--- src/rtl/voting_pkg.sv ---
// Shared definitions for the three-candidate ballot counter: mode encodings,
// the default tally width, and the valid-ballot test.
package voting_pkg;

    // Default width of each candidate tally.
    localparam int unsigned DEFAULT_COUNT_W = 8;

    // Mode selector encodings; 2'd3 is reserved and behaves like idle.
    localparam logic [1:0] MODE_IDLE   = 2'd0;
    localparam logic [1:0] MODE_VOTE   = 2'd1;
    localparam logic [1:0] MODE_RESULT = 2'd2;

    // A ballot is valid only when exactly one candidate button is pressed.
    function automatic logic is_one_hot3(input logic [2:0] v);
        return (v != 3'b000) && ((v & (v - 3'd1)) == 3'b000);
    endfunction

endpackage

--- src/rtl/vote_counter.sv ---
// Single candidate tally: increments by one per enabled cycle and saturates
// at its all-ones value instead of wrapping.
module vote_counter #(
    parameter int unsigned COUNT_W = 8
) (
    input  logic               clk,
    input  logic               reset,
    input  logic               inc,
    output logic [COUNT_W-1:0] count
);

    // Synchronous clear, otherwise count up unless already saturated.
    always_ff @(posedge clk) begin
        if (reset) begin
            count <= '0;
        end else if (inc && (count != '1)) begin
            count <= count + 1'b1;
        end
    end

endmodule

--- src/rtl/voting_machine.sv ---
// Three-candidate electronic ballot counter. Counts one valid (one-hot)
// ballot per cycle in vote mode and raises registered winner flags, with
// all tied leaders flagged, in result mode.
module voting_machine
    import voting_pkg::*;
#(
    parameter int unsigned COUNT_W = DEFAULT_COUNT_W
) (
    input  logic               clk,
    input  logic               reset,
    input  logic [1:0]         mode,
    input  logic               in_candidate_1,
    input  logic               in_candidate_2,
    input  logic               in_candidate_3,
    output logic [COUNT_W-1:0] count_candidate_1,
    output logic [COUNT_W-1:0] count_candidate_2,
    output logic [COUNT_W-1:0] count_candidate_3,
    output logic               candidate_1,
    output logic               candidate_2,
    output logic               candidate_3
);

    logic [2:0]         votes;
    logic               valid_ballot;
    logic [2:0]         inc;
    logic [COUNT_W-1:0] max_count;
    logic [2:0]         win;

    assign votes        = {in_candidate_3, in_candidate_2, in_candidate_1};
    assign valid_ballot = (mode == MODE_VOTE) && is_one_hot3(votes);
    assign inc          = valid_ballot ? votes : 3'b000;

    vote_counter #(.COUNT_W(COUNT_W)) u_counter_1 (
        .clk   (clk),
        .reset (reset),
        .inc   (inc[0]),
        .count (count_candidate_1)
    );

    vote_counter #(.COUNT_W(COUNT_W)) u_counter_2 (
        .clk   (clk),
        .reset (reset),
        .inc   (inc[1]),
        .count (count_candidate_2)
    );

    vote_counter #(.COUNT_W(COUNT_W)) u_counter_3 (
        .clk   (clk),
        .reset (reset),
        .inc   (inc[2]),
        .count (count_candidate_3)
    );

    // Find the leading tally and flag every candidate that matches it;
    // an all-zero field has no winner.
    always_comb begin
        max_count = count_candidate_1;
        if (count_candidate_2 > max_count) max_count = count_candidate_2;
        if (count_candidate_3 > max_count) max_count = count_candidate_3;
        win = 3'b000;
        if (max_count != '0) begin
            win[0] = (count_candidate_1 == max_count);
            win[1] = (count_candidate_2 == max_count);
            win[2] = (count_candidate_3 == max_count);
        end
    end

    // Winner flags are only live in result mode and clear on any other mode.
    always_ff @(posedge clk) begin
        if (reset) begin
            {candidate_3, candidate_2, candidate_1} <= 3'b000;
        end else if (mode == MODE_RESULT) begin
            {candidate_3, candidate_2, candidate_1} <= win;
        end else begin
            {candidate_3, candidate_2, candidate_1} <= 3'b000;
        end
    end

endmodule

--- config.mk ---
export PLATFORM = sky130hd
export DESIGN_NAME = voting_machine
export DESIGN_NICKNAME = d
export VERILOG_FILES = /design/src/rtl/voting_pkg.sv /design/src/rtl/vote_counter.sv /design/src/rtl/voting_machine.sv
export SDC_FILE = /design/constraint.sdc
export NUM_CORES = 1
export LEC_CHECK = 0
export CAP_MARGIN = 40
export CORE_MARGIN = 2
export CORE_UTILIZATION = 45
export CTS_CLUSTER_DIAMETER = 40
export DETAILED_ROUTE_END_ITERATION = 8
export PLACE_DENSITY = 0.8
export SYNTH_ARGS = -nofsm -noshare
export SYNTH_HDL_FRONTEND = slang
export SYNTH_SLANG_ARGS = --single-unit
export TNS_END_PERCENT = 20
--- constraint.sdc ---
create_clock -name clk -period 4.2 [get_ports clk]
set_input_delay 0.84 -clock clk [delete_from_list [all_inputs] [get_ports clk]]
set_output_delay 0.84 -clock clk [all_outputs]
set_load 0.01 [all_outputs]
==> results.yml <==
run_status:
  status: "finished, final reports clean"
sta:
  worst_slew_pin_slew_ps: 547
  layout_worst_path_cycle_share_pct: 91.3
  slew_viol_final: 0
  setup_viol: 0
  hold_violations: 0
  finClkSkew_ps: 3.96
  rsz0062_at_grt: "false"
  fmax_mhz: 261
  fin_ws_ps: 365
  min_period_ps: 3830
  slew_headroom_pct: 63.5
  tns_ps: 0
synth:
  synth_area_sq_mm: 0.00227
  synth_seq_cells: 27
  yosysTopAreaCell: "dfxtp_1"
  synthDominantCellAreaShare_pct: 23.8
  avgSynthCellArea_sq_um: 7.80
  ys_seq_area_share_pct: 23.8
  synth_warnings: 0
  ys_types: 53
  synth_edf_count: 0
  ys.flop_type: "dfxtp_1"
  synth_area_leaders: "dfxtp_1, ha_1, xnor2_1"
  synth-async-reset-ratio_pct: 0
  syn-instance-count: 291
  synth_fp_nets: 317
cts:
  cts_setup_buffers: 0
  numCtsBuffers: 3
  cts.sinks: 27
  cts_max_level: 1
  cts_tree: "done"
  cts_max_path_buffers: 2
  cts_root_buf: "clkbuf_8"
  insertion_delay_ps: 280
  clk_pin_slew_ps: 110
critical_path:
  required_ps: 4390
  critPathLaunchType: "flop"
  critPathKind: "reg2reg"
  r2r_start: "u_counter_1.count[1]"
  crit_start: "u_counter_1.count[1]"
  cp_data_arrival_time_ps: 4030
  cp_max_fo: 16
  cp-end-kind: "flop"
global_route:
  antenna_found_initial: 0
  overflow: 0
  track_usage_pct: 25.4
  grt_max_degree: 25
  grt_pass1_wl_mm: 10.8
  first_global_vias: 2182
hold_path:
  hold_start: "u_counter_1.count[2]"
  hp-class: "reg2reg"
finish:
  antenna_cells: 0
  nFillCells: 444
  area_delta_synth_final_pct: 19.5
  stdcell_count: 384
  final_area_sq_mm: 0.00271
  drive_gt1_share_pct: 7.89
  nets: 344
drt:
  drtIter0Drc: 326
  drtPass1Iterations: 7
  vias_per_cell: 6.09
  ant_nets: 0
  drc_errors: 0
  totalWireLength_mm: 6.79
  wl_per_cell_microns: 17.7
  vias: 2339
power_and_ir_drop:
  power_density_mw_per_mm2: 184
  ir_drop_v: 0.0000950
  power_mw: 0.498
  leakagePower_nw: 1.02
place:
  portBuffers: 33
  placed_area_sq_mm: 0.00266
  dpl.cell_count: 380
  place_ws_ps: 356
  dp_hpwl_mm: 4.89
  gp_congestion: 1.04
floorplanning:
  start_util_pct: 47.4
  die-area_sq_mm: 0.00563
  die_height_microns: 75.0
  die_x_microns: 75.0
  rows: 25
  coreArea_sq_mm: 0.00479
  ioPinCount: 34
run:
  cap_violations: 0
-- report_power, final --
group          switching [mW]  internal (mW)
logic                  0.0409         0.0341
registers             0.00337          0.258
clock network          0.0939         0.0676
total                   0.138          0.360
-- metal layers --
metal	part of all wire (%)	global-route usage (%)	up-vias
li1	-	-	1078
met1	41	34.0	1067
met2	44	39.5	159
met3	11	6.69	35
met4	3.1	8.93	0
met5	0	0	-
-- worst max-delay path: stages, from the launching register on --
cell and delay (ps):
dfxtp_1 600, inv_1 140, ha_1 330, nor2b_1 140
o211ai_1 200, a21oi_2 120, o21ai_1 200, mux2i_1 280
inv_1 80, ha_1 320, nand2_1 70, o21ai_1 170
mux2i_1 140, a21oi_4 370, a21oi_1 60, nand4b_1 230
nor4_1 290
-- cell usage in the layout (no fill, tap or decap), types with 2 or more instances in the layout --
| cell type | synthesis | layout |
|---|---|---|
| and4_1 | 2 | 2 |
| and3_1 | 7 | 7 |
| buf_4 | 2 | 11 |
| nor2b_1 | 2 | 2 |
| a21oi_1 | 14 | 14 |
| inv_1 | 22 | 22 |
| o21ai_1 | 4 | 4 |
| a22oi_1 | 2 | 2 |
| nor4_1 | 9 | 9 |
| mux2i_1 | 6 | 6 |
| nand4_1 | 9 | 9 |
| o211ai_1 | 2 | 2 |
| clkbuf_8 | 0 | 3 |
| a2bb2oi_1 | 2 | 2 |
| a222oi_1 | 4 | 4 |
| ha_1 | 19 | 19 |
| nand2_1 | 21 | 21 |
| nor3_1 | 2 | 2 |
| nand3_1 | 11 | 11 |
| o22ai_1 | 2 | 2 |
| xor2_1 | 8 | 8 |
| nor2_1 | 36 | 36 |
| clkdlybuf4s50_1 | 0 | 33 |
| o21ai_0 | 2 | 2 |
| dfxtp_1 | 27 | 27 |
| xnor2_1 | 27 | 27 |
| o221ai_1 | 5 | 5 |
-- what timing repair did --
| action | in CTS | in global routing |
|---|---|---|
| endpoints found under the hold margin | 0 | 0 |
| hold buffers | 0 | 0 |
| resized for setup | 0 | 1 |
| setup endpoints to repair | 0 | 3 |
-- kinds of logic (layout without fill, tap and decap cells) --
| kind of cell | Yosys count | after routing | share of synthesized area (%) |
|---|---|---|---|
| AOI/OAI and AO/OA | 52 | 52 | 17.1 |
| xor gates and xnor gates | 35 | 35 | 13.5 |
| adders and majority gates | 19 | 19 | 10.5 |
| buffers and inverters | 45 | 71 | 8.65 |
| DFF | 27 | 27 | 23.8 |
| muxes | 7 | 7 | 3.31 |
| and+or+nand+nor | 106 | 106 | 23.2 |
-- synth_stat cells (2+ instances only) --
library cell and n:
nand2_1 21, nor4_1 9, a222oi_1 4, nor2_1 36
a21oi_1 14, xnor2_1 27, dfxtp_1 27, inv_1 22
and3_1 7, buf_4 2, nand3_1 11, a2bb2oi_1 2
o22ai_1 2, a22oi_1 2, ha_1 19, nor2b_1 2
o221ai_1 5, o21ai_0 2, mux2i_1 6, clkbuf_1 8
nor3_1 2, o211ai_1 2, and4_1 2, buf_2 9
a21oi_2 2, o21ai_1 4, xor2_1 8, nand4_1 9
-- area by class of cell --
type	count	area [sq um]	area share, %
timing repair buffer	44	413	15.2
inverter	23	86.3	3.18
sequential	27	541	19.9
clock buffer	3	41.3	1.52
clock inverter	1	7.51	0.277
multi-input combinational	219	1540	56.8
tap	67	83.8	3.09
-- worst paths after layout --
check,end,slack (ps),depth (start not counted)
setup / recovery,candidate_2,370,16
hold / removal,u_counter_1.count[2],620,3
setup reg to reg,candidate_2,370,16
hold reg to reg,u_counter_1.count[2],620,3
-- metrics by stage --
step	util, %	hold WS (ps)
floorplan	-	611
global placement	55.5	579
detailed placement	55.5	600
CTS	56.5	616
global route	56.7	654
finish	56.7	617
-- registers in the layout, indices dropped and copies added (netlist names) --
name               cells
candidate_2            1
u_counter_3.count      8
u_counter_2.count      8
candidate_3            1
candidate_1            1
u_counter_1.count      8
Power figures use the tool's default switching activity.
